$ cat src/rtl/nv_nvdla_csc_reg_pkg.sv
// Shared constants for the CSC single-register set: group status encoding,
// register offsets and ERR register bit positions.
package nv_nvdla_csc_reg_pkg;

    localparam int unsigned REG_AW = 12;
    localparam int unsigned REG_DW = 32;

    typedef enum logic [1:0] {
        GRP_IDLE    = 2'd0,
        GRP_RUNNING = 2'd1,
        GRP_PENDING = 2'd2
    } grp_state_e;

    localparam logic [REG_AW-1:0] OFF_STATUS  = 12'h000;
    localparam logic [REG_AW-1:0] OFF_POINTER = 12'h004;
    localparam logic [REG_AW-1:0] OFF_ERR     = 12'h008;

    // STATUS: one byte lane per group, state in the two LSBs of the lane
    localparam int unsigned STATUS_STRIDE = 8;
    localparam int unsigned CONSUMER_LSB  = 16;

    localparam int unsigned ERR_RO_WR    = 0;
    localparam int unsigned ERR_BAD_ADDR = 1;
    localparam int unsigned ERR_OP_EN    = 2;
    localparam int unsigned ERR_DONE     = 3;
    localparam int unsigned ERR_FLAG_W   = 4;
    localparam int unsigned ERR_CNT_LSB  = 8;
    localparam int unsigned ERR_CNT_W    = 8;
    localparam int unsigned ERR_CNT_CLR  = 8;

    localparam logic [ERR_CNT_W-1:0] ERR_CNT_MAX = 8'hFF;

endpackage

$ cat src/rtl/nv_nvdla_csc_grp_status.sv
// Per-group execution status tracker: IDLE -> RUNNING/PENDING -> IDLE,
// flagging op_en/done pulses that arrive in the wrong state.
module nv_nvdla_csc_grp_status
    import nv_nvdla_csc_reg_pkg::*;
(
    input  logic       clk,
    input  logic       rstn,
    input  logic       op_en,
    input  logic       done,
    input  logic       is_consumer,
    output logic [1:0] status,
    output logic       err_op_en,
    output logic       err_done
);

    grp_state_e state;
    grp_state_e state_nxt;

    always_ff @(posedge clk) begin
        if (!rstn) begin
            state <= GRP_IDLE;
        end else begin
            state <= state_nxt;
        end
    end

    // Next state and error pulses, all judged on the pre-edge state
    always_comb begin
        state_nxt = state;
        err_op_en = 1'b0;
        err_done  = 1'b0;
        case (state)
            GRP_IDLE: begin
                if (op_en) begin
                    state_nxt = is_consumer ? GRP_RUNNING : GRP_PENDING;
                end
                err_done = done;
            end
            GRP_PENDING: begin
                if (is_consumer) begin
                    state_nxt = GRP_RUNNING;
                end
                err_op_en = op_en;
                err_done  = done;
            end
            GRP_RUNNING: begin
                if (done) begin
                    state_nxt = GRP_IDLE;
                end
                err_op_en = op_en;
            end
            default: begin
                state_nxt = GRP_IDLE;
            end
        endcase
    end

    assign status = state;

endmodule

$ cat src/rtl/nv_nvdla_csc_single_reg_ng.sv
// CSC producer/consumer pointer and per-group status registers.
// Optional sticky ERR/statistics register under NVDLA_CSC_REG_ERR_CHK_EN.
module nv_nvdla_csc_single_reg_ng
    import nv_nvdla_csc_reg_pkg::*;
#(
    parameter  int unsigned       NUM_GRP   = 2,
    parameter  logic [REG_AW-1:0] BASE_ADDR = 12'h000,
    localparam int unsigned       PTR_W     = $clog2(NUM_GRP)
) (
    input  logic                   nvdla_core_clk,
    input  logic                   nvdla_core_rstn,
    input  logic [REG_AW-1:0]      reg_offset,
    input  logic [REG_DW-1:0]      reg_wr_data,
    input  logic                   reg_wr_en,
    output logic [REG_DW-1:0]      reg_rd_data,
    output logic [PTR_W-1:0]       producer,
    input  logic [PTR_W-1:0]       consumer,
    input  logic [NUM_GRP-1:0]     grp_op_en,
    input  logic [NUM_GRP-1:0]     grp_done,
    output logic [2*NUM_GRP-1:0]   grp_status
);

    logic hit_status;
    logic hit_pointer;
    logic hit_any;

    logic [NUM_GRP-1:0] err_op_en_v;
    logic [NUM_GRP-1:0] err_done_v;

    assign hit_status  = (reg_offset == BASE_ADDR + OFF_STATUS);
    assign hit_pointer = (reg_offset == BASE_ADDR + OFF_POINTER);

    // Producer pointer, written by the CPU independently of FSM events
    always_ff @(posedge nvdla_core_clk) begin
        if (!nvdla_core_rstn) begin
            producer <= '0;
        end else if (reg_wr_en && hit_pointer) begin
            producer <= reg_wr_data[PTR_W-1:0];
        end
    end

    for (genvar g = 0; g < NUM_GRP; g++) begin : g_grp
        nv_nvdla_csc_grp_status u_grp_status (
            .clk         (nvdla_core_clk),
            .rstn        (nvdla_core_rstn),
            .op_en       (grp_op_en[g]),
            .done        (grp_done[g]),
            .is_consumer (consumer == PTR_W'(g)),
            .status      (grp_status[2*g +: 2]),
            .err_op_en   (err_op_en_v[g]),
            .err_done    (err_done_v[g])
        );
    end

`ifdef NVDLA_CSC_REG_ERR_CHK_EN
    logic                  hit_err;
    logic [ERR_FLAG_W-1:0] err_flags;
    logic [ERR_CNT_W-1:0]  err_cnt;
    logic [ERR_FLAG_W-1:0] err_set_c;
    logic [ERR_FLAG_W-1:0] err_clr_c;
    logic                  cnt_inc_c;
    logic                  cnt_clr_c;
    logic [REG_DW-1:0]     err_rdata;
    logic                  unused_wr_bits;

    assign hit_err = (reg_offset == BASE_ADDR + OFF_ERR);
    assign hit_any = hit_status | hit_pointer | hit_err;

    always_comb begin
        err_set_c               = '0;
        err_set_c[ERR_RO_WR]    = reg_wr_en & hit_status;
        err_set_c[ERR_BAD_ADDR] = reg_wr_en & ~hit_any;
        err_set_c[ERR_OP_EN]    = |err_op_en_v;
        err_set_c[ERR_DONE]     = |err_done_v;
        err_clr_c = (reg_wr_en && hit_err) ? reg_wr_data[ERR_FLAG_W-1:0] : '0;
        cnt_clr_c = reg_wr_en & hit_err & reg_wr_data[ERR_CNT_CLR];
        cnt_inc_c = err_set_c[ERR_RO_WR] | err_set_c[ERR_BAD_ADDR];
    end

    // Set beats a same-cycle write-1-to-clear
    always_ff @(posedge nvdla_core_clk) begin
        if (!nvdla_core_rstn) begin
            err_flags <= '0;
            err_cnt   <= '0;
        end else begin
            err_flags <= (err_flags & ~err_clr_c) | err_set_c;
            if (cnt_inc_c) begin
                if (err_cnt != ERR_CNT_MAX) begin
                    err_cnt <= err_cnt + ERR_CNT_W'(1);
                end
            end else if (cnt_clr_c) begin
                err_cnt <= '0;
            end
        end
    end

    assign err_rdata = {16'h0000, err_cnt, 4'h0, err_flags};
    assign unused_wr_bits = ^reg_wr_data;
`else
    logic unused_err_bits;

    assign hit_any = hit_status | hit_pointer;
    assign unused_err_bits = ^{reg_wr_data, err_op_en_v, err_done_v, hit_any};
`endif

    // Read mux: combinational view of the state registered at the last edge
    always_comb begin
        reg_rd_data = '0;
        if (hit_status) begin
            for (int g = 0; g < NUM_GRP; g++) begin
                reg_rd_data[STATUS_STRIDE*g +: 2] = grp_status[2*g +: 2];
            end
        end else if (hit_pointer) begin
            reg_rd_data[PTR_W-1:0]             = producer;
            reg_rd_data[CONSUMER_LSB +: PTR_W] = consumer;
        end
`ifdef NVDLA_CSC_REG_ERR_CHK_EN
        else if (hit_err) begin
            reg_rd_data = err_rdata;
        end
`endif
    end

endmodule

$ cat config.mk
export PLATFORM = sky130hd
export DESIGN_NAME = nv_nvdla_csc_single_reg_ng
export DESIGN_NICKNAME = d
export VERILOG_FILES = /design/src/rtl/nv_nvdla_csc_reg_pkg.sv /design/src/rtl/nv_nvdla_csc_grp_status.sv /design/src/rtl/nv_nvdla_csc_single_reg_ng.sv
export SDC_FILE = /design/constraint.sdc
export NUM_CORES = 1
export LEC_CHECK = 0
export CAP_MARGIN = 20
export CELL_PAD_IN_SITES_DETAIL_PLACEMENT = 0
export CELL_PAD_IN_SITES_GLOBAL_PLACEMENT = 1
export CORE_AREA = 2 2 39 41
export CTS_BUF_LIST = sky130_fd_sc_hd__clkbuf_2 sky130_fd_sc_hd__clkbuf_4 sky130_fd_sc_hd__clkbuf_8
export DETAILED_ROUTE_END_ITERATION = 7
export DIE_AREA = 0 0 41 43
export DONT_BUFFER_PORTS = 1
export HOLD_SLACK_MARGIN = 0.12
export PLACE_DENSITY = 0.9
export SYNTH_ARGS = -nofsm -noshare
export SYNTH_HDL_FRONTEND = slang
export SYNTH_SLANG_ARGS = --single-unit
$ cat constraint.sdc
create_clock -name nvdla_core_clk -period 3.05 [get_ports nvdla_core_clk]
set_input_delay 0.61 -clock nvdla_core_clk [delete_from_list [all_inputs] [get_ports nvdla_core_clk]]
set_output_delay 0.61 -clock nvdla_core_clk [all_outputs]
set_load 0.02 [all_outputs]
=== Yosys cells after proc, flatten, opt, wreduce, memory -nomap -nowiden ===
Index checks and enable logic that the tools add are counted.

* Input bits: 52
* Logic and storage cells: 36
* Output and inout bits: 37
* Flip-flop bits (word level): 5

* Reduce and logical (&&, ||, !) cells: 6
* Muxes and demuxes: 16
* Equality and inequality tests: 11

{| class="wikitable"
|+ Operator list
! cell !! number
|-
| $mux W2 || 9
|-
| $eq A12 B3 Y1 const B || 1
|-
| $logic_not A12 Y1 || 1
|-
| $ne A2 B2 Y1 const B || 6
|-
| $pmux W2 S3 || 2
|-
| $reduce_and A3 Y1 || 2
|-
| $mux W1 || 5
|-
| $eq A2 B1 Y1 const B || 2
|-
| $eq A2 B2 Y1 const B || 2
|-
| $logic_not A2 Y1 || 2
|-
| $logic_and A1 B1 Y1 || 1
|}

=== Depth between registers and ports, before layout ===
* Depth after elaboration: 3
* Gate-level depth with buffers: 3
* Gate-level depth less buffers: 3

=== Modules after synthesis ===
Synthesis repeated with hierarchy kept, for this count alone.

* Cell total of the unflattened synthesis: 86
* Area, all modules: 694.4 µm²

{| class="wikitable"
|+ Modules (own cells, without submodules)
! module !! cells each !! sequential area each (µm²) !! times used !! area an instance (µm²)
|-
| nv_nvdla_csc_grp_status || 20 || 40.0 || 2 || 175.2
|-
| nv_nvdla_csc_single_reg_ng || 46 || 20.0 || 1 || 344.1
|}

=== Worst setup path before layout ===
OpenSTA, ideal clock, no wires.

* Path type: input port to output port
* Start point: input port reg_offset[9]
* End point: output port reg_rd_data[1]
* Path slack: 0.811 ns
* Arrival time: 1.629 ns
* Required time: 2.440 ns
* Path buffers: 0
* Stages: 3
* Path through: nor4_2 > nand3_2 > nor3b_1

* Longest elaborated chain between the ends: 2

{| class="wikitable"
|+ RTL lines
! item !! line !! source
|-
| start: declaration || nv_nvdla_csc_single_reg_ng.sv:12 || <nowiki>input logic [REG_AW-1:0] reg_offset,</nowiki>
|-
| $logic_not A12 Y1 || nv_nvdla_csc_single_reg_ng.sv:30 || <nowiki>assign hit_status = (reg_offset == BASE_ADDR + OFF_STATUS);</nowiki>
|-
| $mux W1 || nv_nvdla_csc_single_reg_ng.sv:109 || <nowiki>if (hit_status) begin</nowiki>
|-
| end: declaration || nv_nvdla_csc_single_reg_ng.sv:15 || <nowiki>output logic [REG_DW-1:0] reg_rd_data,</nowiki>
|}

Every way passes these cells.

=== Worst setup path after layout ===
Ends and elaborated chain as after synthesis.

==> results.py <==
metrics = {
    "run_status": {
        "run_status": "finished, final reports clean",
    },
    "pwr": {
        "p_leak_nw": 0.2073,
        "power_density_nw_per_um2": 452.5,
        "ir_drop_uv": 161.8,
        "finalPower_w": 0.0002033,
    },
    "logic_synthesis": {
        "avgSynthCellArea_um2": 8.154,
        "netlist_instances": 60,
        "synth_top_family_by_area": "buffers and inverters",
        "ys_types": 17,
        "synth_seq_cells": 5,
        "yosys.area_share.simple": 0.2762,
        "synthAdderAreaFrac": 0,
        "synthXorXnorAreaFrac": 0,
        "syn_area_um2": 489.2,
        "synth_warnings": 0,
        "synth-compound-area-share": 0.04859,
        "synth_mux_area_frac": 0.04092,
        "ys_seq_area_frac": 0.2046,
    },
    "worst_setup_path": {
        "worstSetupEndpoint": "reg_rd_data[1]",
        "r2r_slack_ns": 2.02,
        "crit_buf_inv": 0,
        "path_cells": "nor4_2, nand3_2, nor3b_1",
        "critPathCaptureType": "primary output",
        "crit_arrival_ns": 1.71,
        "crit_path_start_kind": "input pin",
        "reg2reg_to": "g_grp[0].u_grp_status.status[0]",
        "r2r_start": "g_grp[0].u_grp_status.status[0]",
        "cp_max_fo": 5,
        "setup.worst_path.class": "input pin to primary output",
        "critPathRequiredTime_ns": 2.44,
        "r2r_cells": 3,
        "cp.depth": 3,
        "crit_path_start": "reg_offset[9]",
        "cpMaxStageDelayCell": "nor3b_1",
        "cp_top_family": "simple AND/OR/NAND/NOR gates",
        "max_stage_delay_ns": 0.60,
    },
    "grt": {
        "grt.total_usage": 0.1003,
        "grt_antenna_before_repair": 0,
        "grt_max_degree": 7,
        "overflow": 0,
        "grt_pass1_wl_um": 1076,
        "grt_pass1_vias": 284,
    },
    "routing": {
        "drt-total-wl_um": 820,
        "drt-initial-drc-count": 0,
        "vias_per_cell": 4.210,
        "ant_nets": 0,
        "wl_per_cell_um": 10.12,
        "vias": 341,
        "dr.pass1.iters": 1,
        "drc": 0,
    },
    "cells_and_area": {
        "fin_nets": 118,
        "diodes": 0,
        "area.growth.synth_to_final_pct": -8.184,
        "fill_cells": 168,
        "layout-drive-gt1-share": 0.1385,
        "layout.cells.non_filler": 81,
        "final_util": 0.3246,
    },
    "run": {
        "max-cap-violations": 0,
    },
    "die": {
        "io_pins": 89,
        "row_count": 14,
        "fp.coreArea_um2": 1384,
        "die_x_um": 41,
        "fp.dieArea_um2": 1763,
        "die_h_um": 43,
        "floorplan.initialDensity": 0.3535,
    },
    "clock_network": {
        "numCtsBuffers": 3,
        "htreeDepth": 1,
        "ctsHoldBuffers": 0,
        "ctsResizeCount": 0,
        "cts_tree": "built",
        "path_clk_slew_ns": 0.04,
        "cts.sinks": 5,
        "root_buffer": "clkbuf_4",
        "cts_buffer_depth": 2,
        "cts_setup_buffers": 0,
        "clk_latency_ns": 0.25,
    },
    "sta": {
        "max_freq_ghz": 0.4305,
        "setup_tns_ns": 0,
        "finalCriticalPeriod_ns": 2.323,
        "rsz0062_at_grt": "false",
        "hold_viol_final": 0,
        "worst_pin_slew_ns": 0.6744,
        "slew_headroom": 0.5494,
        "holdWs_ns": 0.4407,
        "period_share": 0.7617,
        "finClkSkew_ns": 0.001162,
        "setup_viol": 0,
        "final-max-slew-violation-count": 0,
    },
    "placement": {
        "gp_congestion": 0.6429,
        "hpwl_um": 717.8,
        "placed_cells": 77,
        "io_buffers": 0,
    },
    "worst_hold_path": {
        "hold_class": "input pin to register",
    },
}
how the worst min path moves through the flow:
stage / startpoint / endpoint / slack (ns) / cells past startpoint
finish: consumer / g_grp[1].u_grp_status.status[1] / 0.44 / 1
global route: consumer / g_grp[1].u_grp_status.status[1] / 0.44 / 1
CTS: consumer / g_grp[1].u_grp_status.status[1] / 0.44 / 1
detailed placement: producer / producer / 0.58 / 2
global placement: producer / producer / 0.57 / 2
floorplan: producer / producer / 0.55 / 2
power breakdown:
group          internal, W  switching (W)   total, W
sequential       0.0000687     0.00000724  0.0000759
combinational   0.00000668      0.0000333  0.0000399
clock            0.0000584      0.0000290  0.0000874
total             0.000134      0.0000695   0.000203
logic make-up (layout without fill, tap and decap cells):
| group | after synthesis | after routing |
|---|---|---|
| multiplexers | 2 | 2 |
| other | 1 | 27 |
| AO/OA/AOI/OAI | 3 | 3 |
| flip-flops | 5 | 5 |
| AND/OR/NAND/NOR | 21 | 21 |
| buffers and inverters | 28 | 7 |
placed cells by master (no fill, tap or decap):
| master | count |
|---|---|
| conb_1 | 27 |
| nor3b_1 | 5 |
| dfxtp_1 | 5 |
| nand2_1 | 4 |
| nor2_1 | 4 |
| clkbuf_4 | 4 |
| nor4_2 | 2 |
| mux2i_1 | 2 |
| and2_1 | 2 |
| buf_4 | 2 |
| nor3_1 | 1 |
| nand3_2 | 1 |
| inv_1 | 1 |
| o21bai_1 | 1 |
| o32ai_1 | 1 |
| nand4_1 | 1 |
| nor4b_1 | 1 |
| o21a_1 | 1 |
layer usage:
| layer | vias up | GRT usage | wire, um |
|---|---|---|---|
| li1 | 156 | - | - |
| met1 | 146 | 0.06090 | 216 |
| met2 | 37 | 0.1594 | 390 |
| met3 | 2 | 0.07853 | 196 |
| met4 | 0 | 0.1000 | 17 |
| met5 | - | 0 | 0 |
cell type report:
cell class | instances | area (um^2) | share of cell area
timing repair buffer | 2 | 15.01 | 0.03343
tap | 16 | 20.02 | 0.04457
clock buffer | 4 | 30.03 | 0.06685
inverter | 1 | 3.754 | 0.008357
sequential | 5 | 100.1 | 0.2228
multi-input combinational | 53 | 280.3 | 0.6240
metrics by stage:
stage / cell area [um^2] / setup WS, ns
global placement: 419.2 / 0.7151
global route: 449.2 / 0.5752
detailed placement: 419.2 / 0.7106
finish: 449.2 / 0.7270
CTS: 449.2 / 0.7010
floorplan: 586.8 / 0.8107
worst reg2reg max path: cells and delay by family, from the launching register on:
kind	cells	cell delay (ns)
and+or+nand+nor	1	0.16
DFF	1	0.48
AOI/OAI and AO/OA	2	0.28
state kept, by name, indices dropped and copies added (netlist names):
name / count
g_grp.u_grp_status.status: 4
producer: 1
cell usage after synthesis, drive strengths merged:
library cell,instances,share of area
o21a,1,0.015
nor3b,5,0.077
dfxtp,5,0.20
nor4b,1,0.018
buf,27,0.41
conb,1,0.0077
and2,2,0.026
o32ai,1,0.018
nor4,2,0.051
nand3,1,0.020
nand4,1,0.013
o21bai,1,0.015
inv,1,0.0077
mux2i,2,0.041
nor3,1,0.010
nor2,4,0.031
nand2,4,0.031
No activity file was read; power rests on OpenSTA's default activity.
